File: src/rtl/gsr_release_seq.sv
// rtl/gsr_release_seq.sv - global set/reset and power-up reset release sequencer
//
// Purpose: drives active-low PURN and per-domain GSRN for the cell library's
// GSR/PUR nets. Runs the power-up sequence after reset, debounces REQ into
// GSR assertions, and releases the domains after a programmable hold.
//
// Optional feature macro: GSR_RELEASE_STAGGER_EN (staggered domain release,
// GSRN[i] rises STAGGER_CYCLES*i cycles after GSRN[0]).
//
// Ports:
//   CK       in   rising-edge clock
//   CD       in   synchronous active-high reset
//   REQ      in   GSR request, level-sampled on CK
//   GSRN     out  [N_DOM] active-low global set/reset, one bit per domain
//   PURN     out  active-low power-up reset
//   BUSY     out  any GSRN/PURN low, or a debounce in progress
//   DONE     out  one-cycle pulse when the last GSRN bit rises
//   EVT_CNT  out  [8] completed request-triggered assertions, saturating
module gsr_release_seq #(
  parameter int N_DOM           = 4,
  parameter int PUR_CYCLES      = 8,
  parameter int ASSERT_CYCLES   = 16,
  parameter int DEBOUNCE_CYCLES = 3,
  parameter int STAGGER_CYCLES  = 2
) (
  input  logic             CK,
  input  logic             CD,
  input  logic             REQ,
  output logic [N_DOM-1:0] GSRN,
  output logic             PURN,
  output logic             BUSY,
  output logic             DONE,
  output logic [7:0]       EVT_CNT
);

  function automatic int max2(input int a, input int b);
    return (a > b) ? a : b;
  endfunction

  localparam int CNT_MAX = max2(max2(PUR_CYCLES, ASSERT_CYCLES),
                                max2(DEBOUNCE_CYCLES, STAGGER_CYCLES * N_DOM));
  localparam int CW      = $clog2(CNT_MAX) + 1;

  typedef enum logic [2:0] {
    ST_PUR_HOLD,
    ST_GSR_HOLD,
    ST_RELEASE,
    ST_IDLE,
    ST_DEBOUNCE
  } state_t;

  state_t           r_state;
  logic [CW-1:0]    r_cnt;
  logic [N_DOM-1:0] r_gsrn;
  logic             r_purn;
  logic             r_busy;
  logic             r_done;
  logic [7:0]       r_evt;

  state_t           w_state_next;
  logic [CW-1:0]    w_cnt_next;
  logic [CW-1:0]    w_cnt_inc;
  logic [N_DOM-1:0] w_gsrn_next;
  logic             w_purn_next;
  logic             w_busy_next;
  logic             w_done_next;
  logic [7:0]       w_evt_next;
  logic [7:0]       w_evt_sat;

  assign w_evt_sat = (r_evt == 8'hFF) ? r_evt : r_evt + 8'd1;

  always_comb begin
    w_state_next = r_state;
    w_cnt_next   = r_cnt;
    w_gsrn_next  = r_gsrn;
    w_purn_next  = r_purn;
    w_done_next  = 1'b0;
    w_evt_next   = r_evt;
    w_cnt_inc    = r_cnt + CW'(1);

    case (r_state)
      ST_PUR_HOLD: begin
        w_purn_next = 1'b0;
        w_gsrn_next = '0;
        if (r_cnt == CW'(PUR_CYCLES - 1)) begin
          w_state_next = ST_GSR_HOLD;
          w_cnt_next   = '0;
          w_purn_next  = 1'b1;
        end else begin
          w_cnt_next = w_cnt_inc;
        end
      end

      ST_GSR_HOLD: begin
        w_gsrn_next = '0;
        // A request during the hold stretches it rather than queueing another.
        if (REQ) begin
          w_cnt_next = '0;
        end else if (r_cnt == CW'(ASSERT_CYCLES - 1)) begin
          w_state_next = ST_RELEASE;
          w_cnt_next   = '0;
`ifdef GSR_RELEASE_STAGGER_EN
          w_gsrn_next[0] = 1'b1;
          w_done_next    = (N_DOM == 1);
`else
          w_gsrn_next = '1;
          w_done_next = 1'b1;
`endif
        end else begin
          w_cnt_next = w_cnt_inc;
        end
      end

      ST_RELEASE: begin
        if (REQ) begin
          // Reassert everything, including domains already released.
          w_state_next = ST_GSR_HOLD;
          w_cnt_next   = '0;
          w_gsrn_next  = '0;
        end else if (&r_gsrn) begin
          w_state_next = ST_IDLE;
          w_cnt_next   = '0;
        end else begin
`ifdef GSR_RELEASE_STAGGER_EN
          // r_cnt counts release cycles; domain i opens once it reaches STAGGER_CYCLES*i.
          w_cnt_next = w_cnt_inc;
          for (int i = 0; i < N_DOM; i++) begin
            if (CW'(STAGGER_CYCLES * i) <= w_cnt_inc) begin
              w_gsrn_next[i] = 1'b1;
            end
          end
          w_done_next = (w_cnt_inc == CW'(STAGGER_CYCLES * (N_DOM - 1)));
`else
          w_gsrn_next = '1;
`endif
        end
      end

      ST_IDLE: begin
        if (REQ) begin
          if (DEBOUNCE_CYCLES == 1) begin
            w_state_next = ST_GSR_HOLD;
            w_cnt_next   = '0;
            w_gsrn_next  = '0;
            w_evt_next   = w_evt_sat;
          end else begin
            w_state_next = ST_DEBOUNCE;
            w_cnt_next   = CW'(1);
          end
        end
      end

      ST_DEBOUNCE: begin
        if (!REQ) begin
          w_state_next = ST_IDLE;
          w_cnt_next   = '0;
        end else if (r_cnt == CW'(DEBOUNCE_CYCLES - 1)) begin
          w_state_next = ST_GSR_HOLD;
          w_cnt_next   = '0;
          w_gsrn_next  = '0;
          w_evt_next   = w_evt_sat;
        end else begin
          w_cnt_next = w_cnt_inc;
        end
      end

      default: begin
        w_state_next = ST_PUR_HOLD;
        w_cnt_next   = '0;
        w_purn_next  = 1'b0;
        w_gsrn_next  = '0;
      end
    endcase

    w_busy_next = ~(&w_gsrn_next) | ~w_purn_next | (w_state_next == ST_DEBOUNCE);
  end

  always_ff @(posedge CK) begin
    if (CD) begin
      r_state <= ST_PUR_HOLD;
      r_cnt   <= '0;
      r_gsrn  <= '0;
      r_purn  <= 1'b0;
      r_busy  <= 1'b1;
      r_done  <= 1'b0;
      r_evt   <= 8'd0;
    end else begin
      r_state <= w_state_next;
      r_cnt   <= w_cnt_next;
      r_gsrn  <= w_gsrn_next;
      r_purn  <= w_purn_next;
      r_busy  <= w_busy_next;
      r_done  <= w_done_next;
      r_evt   <= w_evt_next;
    end
  end

  assign GSRN    = r_gsrn;
  assign PURN    = r_purn;
  assign BUSY    = r_busy;
  assign DONE    = r_done;
  assign EVT_CNT = r_evt;

endmodule

File: config.mk
export PLATFORM = sky130hd
export DESIGN_NAME = gsr_release_seq
export DESIGN_NICKNAME = d
export VERILOG_FILES = /design/src/rtl/gsr_release_seq.sv
export SDC_FILE = /design/constraint.sdc
export NUM_CORES = 1
export LEC_CHECK = 0
export CAP_MARGIN = 5
export CORE_AREA = 2 2 52 54
export DETAILED_ROUTE_END_ITERATION = 10
export DIE_AREA = 0 0 54 56
export MAX_ROUTING_LAYER = met4
export PLACE_DENSITY_LB_ADDON = 0.08
export REMOVE_ABC_BUFFERS = 1
export SETUP_SLACK_MARGIN = 0.05
export SYNTH_ARGS = -nofsm -noshare
export SYNTH_HDL_FRONTEND = slang
export SYNTH_SLANG_ARGS = --single-unit
File: constraint.sdc
create_clock -name CK -period 3.1 [get_ports CK]
set_input_delay 0.775 -clock CK [delete_from_list [all_inputs] [get_ports CK]]
set_output_delay 0.775 -clock CK [all_outputs]
set_load 0.05 [all_outputs]
Yosys cells after proc, flatten, opt, wreduce, memory -nomap -nowiden
Index checks and enable logic that the tools add are counted.

operators by class
  $add $sub $neg = 2
  equality and inequality tests = 11
  muxes and demuxes = 28
  bitwise logic cells = 6
  reduce and logical (&&, ||, !) cells = 7

operators by type and width
  cell                 count
  $mux 5               8
  $pmux 5 s5           1
  $mux 3               8
  $mux 4               6
  $pmux 4 s4           1
  $pmux 3 s5           1
  $reduce_and 4->1     3
  $add 8x1->8 const B  1
  $eq 8x8->1 const B   1
  $eq 3x2->1 const B   2
  $eq 3x3->1 const B   2
  $add 5x1->5 const B  1
  $eq 5x2->1 const B   1
  $eq 5x3->1 const B   1
  $eq 5x4->1 const B   1
  $not 1->1            4
  $reduce_or 4->1      1
  $eq 3x1->1 const B   1
  $logic_not 3->1      1
  $ne 3x3->1 const B   1
  $reduce_or 3->1      1
  $mux 1               2
  $ne 2x2->1 const B   1
  $or 1x1->1           2
  other kinds (2)      2

storage, ports and cells
  flip-flop bits (word level) = 23
  input bits = 3
  word-level logic and storage cells = 61

Logic depth before layout (Yosys ltp)
Gate-level depths: netlist of the first run.

  word-level depth = 8
  mapped depth = 7

Worst setup path after synthesis of the first run
No wires, ideal clock.

  path type = input-to-reg
  start point = in REQ
  end point = reg r_cnt[3]
  library setup time = 0.074 ns
  arrival time = 1.851 ns
  setup slack = 1.175 ns
  cell stages on the path = 4
  buffers on the path = 0
  path through = or4b_2 > nor2_1 > o211ai_1 > a31oi_1

on the way
  cells in the longest elaborated chain, start to end = 2
  elaborated cells on any way between the ends = 7
  those cells by class = eq/ne (2); mux (4); reduce/logical (1)

ends and longest elaborated chain
  what                                            RTL line  text
  from (decl)                                     28        input logic REQ,
  $mux 5 (tied with other cells)                  154       if (!REQ) begin
  $pmux 5 s5 or $reduce_and 2->1 (tied branches)  -
  to (signal assigned)                            189       r_cnt <= w_cnt_next;
  to (decl)                                       53        logic [CW-1:0] r_cnt;

Several ways; a longest one is shown, not always the timed one.
A chain may end at the register's enable or synchronous reset.

Worst setup path after layout of the first run
  start point = reg r_evt[2] (netlist: EVT_CNT[2])
  end point = out EVT_CNT[2]

RTL lines
  what                    RTL line  text
  from (decl)             58        logic [7:0] r_evt;
  from (signal assigned)  194       r_evt <= w_evt_next;
  to (decl)               33        output logic [7:0] EVT_CNT

No word-level cell between the ends.

==> impl_results.md, run 1 <==
- Layout area overhead: 14.9%
- Critical path buffers and inverters: 1
- Fmax: 419 MHz
- Final net count: 181
- Sequential element share of the synthesized area: 0.343
- Syn. warnings: 0
- CP required: 2320 ps
- DR WL/cell: 15.0 um
- Reg2reg end: BUSY$_SDFF_PP1_
- Initial antenna violation count: 0
- Worst hold path depth: 2
- Clock Sinks: 23
- Post-CTS resize count: 0
- Fin area: 1540 um2
- Hold Crit Class: reg2reg
- First-pass GRT wire length: 4970 um
- Root buffer cell: clkbuf_4
- CP Capture Type: output pin
- Vias in the first global route: 1086
- Layout cells sized above 1: 0.0814
- Die height: 56 um
- R2R cell count: 7
- Leak: 0.494 nW
- Worst min-delay path startpoint: EVT_CNT[5]$_SDFFE_PP0P_
- R2R Path Start: r_cnt[0]$_SDFFE_PP0P_
- Tot GR Track Use: 0.221
- Final core utilization: 0.634
- Critical path arrival: 1610 ps
- Port Buffer Count: 17
- Postcts setup bufs: 0
- Largest net degree at the start of global routing: 22
- Fillers: 217
- Top post-synthesis cells by area: dfxtp_1, a21oi_1, o21ai_0
- Post-synth EDFFs: 0
- CTS tree: yes
- Initial Util: 0.551
- CP max stage delay: 840 ps
- Num CTS Buffers: 3
- Cell Rows: 18
- Hold Fails Final Rpt: 0
- Core ar.: 2430 um2
- Top cell family by delay on the critical path: buffers and inverters
- Asr flop ratio synth: 0
- Synth unique cells: 49
- Most frequent cells after synthesis: dfxtp_1, a21oi_1, o21ai_0
- N_diodes: 0
- Slew Viols, Final: 0
- Worst-Margin Slew: 680 ps
- CP Launch Type: flip-flop
- Post-DP Area: 1510 um2
- Vias per cell: 6.37
- DRC: 0
- Grt ovf: 0
- Io pins: 18
- GP Congestion: 0.807
- Detailed-route via count: 1287
- Clock slew at reported path FFs: 140 ps
- Starting DRT DRC Count: 42
- Detailed placement HPWL: 2200 um
- CP max-delay cell: clkdlybuf4s50_1
- Crit path cell chain: clkdlybuf4s50_1
- DRT Pass-1 Iters: 4
- Min Tclk post-route: 2390 ps
- Rel. slew slack: 0.546
- Critical path type: reg2out
- Reg2reg setup slack: 1050 ps
- Max-cap viol count: 0
- Synthesized flop and latch total: 23
- Insertion delay to the later sink of the worst-skew pair: 320 ps
- Hold_buf cts: 0
- Final setup viols: 0
- Die width: 54 um
- Max VDD drop: 387 uV
- Most frequent cell after synthesis: dfxtp_1
- Setup Skew: 11.6 ps
- Pwr/cell area: 315 nW/um2
- Die ar.: 3020 um2
- Synth Flop Type: dfxtp_1
- Final Cycle Share: 0.770
- CTS H-tree depth: 1
- Status: finished clean
- Clock buffer depth: 2
- DRT antenna net count: 0
- WHS Endpoint: EVT_CNT[5]$_SDFFE_PP0P_
- Cell Area, Synth: 1340 um2
- Post-Route WL: 3030 um
- Synth top area share: 0.343
- Maximum fanout along the worst path: 7
- Synthesized area per cell: 8.44 um2
- Largest area contributor in the netlist: dfxtp_1
- Sum Neg Setup Slack: 0 ps
- RSZ-0062 raised after global routing: no
- Gate Count Post-Synth: 159
==> area by class of cell <==
cell class	count	area, um2	area share
timing repair buffer	19	185	0.120
clock buffer	3	22.5	0.0146
sequential	23	460	0.299
multi-input combinational	118	801	0.519
inverter	8	30.0	0.0195
clock inverter	1	5.00	0.00325
tap	30	37.5	0.0244
==> flip-flops by register name, indices dropped and copies added, names as in the netlist <==
| name | flops |
|---|---|
| EVT_CNT | 8 |
| PURN | 1 |
| r_state | 3 |
| BUSY | 1 |
| r_cnt | 5 |
| DONE | 1 |
| GSRN | 4 |
==> worst max-delay path by stage <==
| stage | startpoint | to | slack (ps) | cells past startpoint |
|---|---|---|---|---|
| after floorplan | REQ | r_cnt[3]$_SDFFE_PP0P_ | 1180 | 4 |
| after global placement | REQ | r_cnt[3]$_SDFFE_PP0P_ | 680 | 5 |
| after detailed placement | REQ | r_cnt[3]$_SDFFE_PP0P_ | 610 | 5 |
| after CTS | EVT_CNT[2]$_SDFFE_PP0P_ | EVT_CNT[2] | 700 | 1 |
| after global routing | EVT_CNT[2]$_SDFFE_PP0P_ | EVT_CNT[2] | 630 | 1 |
| final | EVT_CNT[2]$_SDFFE_PP0P_ | EVT_CNT[2] | 710 | 1 |
==> cells by family (layout without fill, tap and decap cells) <==
| group | after synthesis | in the layout | synth area share |
|---|---|---|---|
| buf+inv | 18 | 31 | 0.0597 |
| simple gates | 52 | 52 | 0.254 |
| fa+ha+maj | 5 | 5 | 0.0466 |
| compound gates | 60 | 60 | 0.289 |
| flops | 23 | 23 | 0.343 |
| mux | 1 | 1 | 0.00746 |
==> routing by layer <==
layer	vias up	share of wire	GRT usage
met5	-	0	-
met4	0	0.020	0.0607
met3	7	0.048	0.0511
met2	37	0.48	0.338
met1	612	0.45	0.290
li1	631	-	-
==> per-stage QoR <==
stage	power, W	hold WS (ps)	std cells	worst slack (ps)
global placement	0.000347	474	198	679
floorplan	0.000330	459	149	1180
detailed placement	0.000348	483	198	609
global route	0.000503	550	202	635
CTS	0.000487	501	202	697
finish	0.000485	503	202	712
==> cells in the final DEF (no fill, tap or decap), types with 2 or more instances in the layout <==
cell,Yosys,routed
dfxtp_1,23,23
a21oi_1,19,19
clkdlybuf4s50_1,0,17
o21ai_0,13,13
nand2_1,9,9
inv_1,8,8
nor2_1,8,8
or4_1,5,5
ha_1,5,5
nor3_1,4,4
or3_1,4,4
o211ai_1,4,4
o31ai_1,3,3
nand3_1,3,3
nand2b_1,3,3
a211oi_1,3,3
clkbuf_4,0,3
nand4_1,2,2
o21bai_1,2,2
nor3b_1,2,2
o41ai_1,2,2
o211a_1,2,2
buf_4,0,2
==> report_power, final <==
part | internal (W) | switching [W]
combinational | 0.0000162 | 0.0000201
sequential | 0.000300 | 0.00000610
clock | 0.0000483 | 0.0000951
total | 0.000364 | 0.000121
Power figures use the tool's default switching activity.
==> inputs of run 2 (changes only) <==
--- a/config.mk
+++ b/config.mk
@@ -6,9 +6,9 @@
 export NUM_CORES = 1
 export LEC_CHECK = 0
 export CAP_MARGIN = 5
-export CORE_AREA = 2 2 52 54
+export CORE_AREA = 2 2 53 55
 export DETAILED_ROUTE_END_ITERATION = 10
-export DIE_AREA = 0 0 54 56
+export DIE_AREA = 0 0 55 57
 export MAX_ROUTING_LAYER = met4
 export PLACE_DENSITY_LB_ADDON = 0.08
 export REMOVE_ABC_BUFFERS = 1
==> constraint.sdc (replaced) <==
create_clock -name CK -period 2.2 [get_ports CK]
set_input_delay 0.55 -clock CK [delete_from_list [all_inputs] [get_ports CK]]
set_output_delay 0.55 -clock CK [all_outputs]
set_load 0.05 [all_outputs]
==> run 2 against run 1 <==
Effect of this change: sequential cell count is the same; clock skew fell by 4.5 ps; non-clock buffer count rose by 3; combinational power grew 39%; power up 41%; critical path depth is the same; cell count increased by 2.0%; clock power increased by 41%; register-to-register slack lost 820 ps; die area grew 3.7%; utilization decreased by 3.1 points; highest routed layer unchanged; sequential share of layout area down 0.66 points.
==> impl_results.md, run 2 (synthesis gave the netlist of run 1 again) <==
- R2R cell count: 6 (-1)
- Core ar.: 2620 um2 (+7.5%)
- Worst hold path depth: 2 (unchanged)
- GP Congestion: 0.840 (+4.1%)
- Layout cells sized above 1: 0.0971 (+0.0157)
- Setup Skew: 7.17 ps (-4.46 ps)
- Switching pwr: 0.000170 W (+40%)
- First-pass GRT wire length: 4950 um (-0.40%)
- Largest net degree at the start of global routing: 22 (unchanged)
- Largest register FFs: 8 (unchanged)
- Internal: 0.000513 W (+41%)
- Final core utilization: 0.603 (-0.0309)
- Vias in the first global route: 1136 (+4.6%)
- Port Buffer Count: 17 (unchanged)
- Switching Fraction: 0.248 (-0.00142)
- CP max stage delay: 820 ps (-20 ps)
- CTS tree: yes
- Leak: 0.606 nW (+23%)
- Sequential cell fraction of total power: 0.630 (about the same)
- Tot GR Track Use: 0.215 (-0.00648)
- CP max-delay cell: clkdlybuf4s50_1
- Worst-Margin Slew: 718 ps (+38.5 ps)
- Grt ovf: 0 (unchanged)
- Most common cell after layout, fill and taps aside: dfxtp_1
- Total power: 0.000683 W (+41%)
- Vias per cell: 6.30 (-1.1%)
- Worst min-delay path startpoint: EVT_CNT[5]$_SDFFE_PP0P_
- Hold Fails Final Rpt: 0 (unchanged)
- RSZ-0062 raised after global routing: no
- Initial Util: 0.513 (-0.0385)
- Maximum fanout along the worst path: 4 (-3)
- Most used cells in the layout excluding fill and tap cells: dfxtp_1, a21oi_1, o21ai_0, clkdlybuf4s50_1, nand2_1
- PnR worst setup slack: 108 ps (-604 ps)
- Worst Setup SP: EVT_CNT[7]$_SDFFE_PP0P_
- Starting DRT DRC Count: 30 (-29%)
- Crit path cell chain: clkdlybuf4s50_1
- Post-Route WL: 3100 um (+2.4%)
- DRT antenna net count: 0 (unchanged)
- R2R Path Start: r_cnt[0]$_SDFFE_PP0P_
- Critical path type: reg2out
- Status: finished clean
- Critical path arrival: 1540 ps (-70 ps)
- Clock Sinks: 23 (unchanged)
- Slew Viols, Final: 0 (unchanged)
- Initial antenna violation count: 0 (unchanged)
- Layout area overhead: 17.5%
- Max-cap viol count: 0 (unchanged)
- Crit path depth: 1 (unchanged)
- Detailed-route via count: 1298 (+0.85%)
- Combinational fraction of design power: 0.074 (about the same)
- CP Capture Type: output pin
- Insertion delay to the later sink of the worst-skew pair: 310 ps (about the same)
- DRC: 0 (unchanged)
- Final Cycle Share: 0.951
- CTS H-tree depth: 1 (unchanged)
- Detailed placement HPWL: 2220 um (+0.78%)
- Io pins: 18 (unchanged)
- Clock buffer depth: 2 (unchanged)
- CP required: 1650 ps (-670 ps)
- CP Launch Type: flip-flop
- Root buffer cell: clkbuf_4
- Clock slew at reported path FFs: 140 ps (about the same)
- Num CTS Buffers: 3 (unchanged)
- Min Tclk post-route: 2090 ps
- Placed instance count: 202 (+2.0%)
- Final non-filler cell total: 206 (+2.0%)
- N_diodes: 0 (unchanged)
- Final setup viols: 0 (unchanged)
- Placement Setup Slack: -47.1 ps (-656 ps)
- DR WL/cell: 15.1 um (+0.42%)
- Rel. slew slack: 0.520 (-0.0257)
- Final net count: 184 (+1.7%)
- Die height: 57 um (+1.8%)
- Clock power frac: 0.296 (about the same)
- Hold Crit Class: reg2reg
- Die ar.: 3140 um2 (+3.7%)
- Max VDD drop: 342 uV (-12%)
- Postcts setup bufs: 0 (unchanged)
- Die width: 55 um (+1.9%)
- Fmax: 478 MHz
- Critical path buffers and inverters: 1 (unchanged)
- Hold_buf cts: 0 (unchanged)
- Pwr/cell area: 433 nW/um2 (+38%)
- Cell Rows: 19 (+1)
- Top cell family by delay on the critical path: buffers and inverters
- DRT Pass-1 Iters: 4 (unchanged)
==> run 2: cell count changes in the layout (fill, tap and decap cells not counted) <==
| cell | change |
|---|---|
| dlymetal6s2s_1 | +5 |
| buf_4 | +3 |
| clkdlybuf4s50_1 | -6 |
| dlygate4sd2_1 | +1 |
==> run 2: area by class of cell <==
| cell class | count | area [um2] |
|---|---|---|
| repair buffers | 22 | 219 |
| clock buffers | 3 | 22.5 |
| well taps | 31 | 38.8 |
| multi-input cells | 118 | 801 |
| fillers | 245 | 1040 |
| flip-flops and latches | 23 | 460 |
| clock inverters | 1 | 5.00 |
| inverters | 8 | 30.0 |
==> run 2: through the flow <==
stage / hold slack, ps / setup TNS, ps / instance area [um2]
finish: 503 / 0 / 1580
global route: 514 / 0 / 1580
CTS: 502 / 0 / 1560
detailed placement: 486 / -47.1 / 1540
global placement: 477 / 0 / 1540
floorplan: 459 / 0 / 1290
==> run 2: timing repair <==
item | CTS | global route
endpoints found under the setup margin | 1 | 5
cloned | 0 | 0
gates resized for setup | 1 | 5
==> run 2: layer usage <==
layer	global-route usage	vias up	part of all wire
li1	-	638	-
met3	0.0340	2	0.042
met4	0.0592	0	0.0055
met1	0.275	632	0.44
met5	-	-	0
met2	0.347	26	0.51
==> run 2: final timing paths <==
kind,slack [ps],end
worst max-delay path,110,EVT_CNT[7]
worst min-delay path,500,EVT_CNT[5]$_SDFFE_PP0P_
worst max register to register,230,EVT_CNT[7]$_SDFFE_PP0P_
worst min register to register,500,EVT_CNT[5]$_SDFFE_PP0P_
==> run 2: power groups by stage <==
stage	clock [W]	combinational (W)	sequential, W
3_5_place_dp	0	0.0000499	0.000440
3_3_place_gp	0	0.0000494	0.000439
5_1_grt	0.000218	0.0000566	0.000432
2_1_floorplan	0	0.0000272	0.000438
4_1_cts	0.000213	0.0000502	0.000431
6_report	0.000202	0.0000504	0.000430
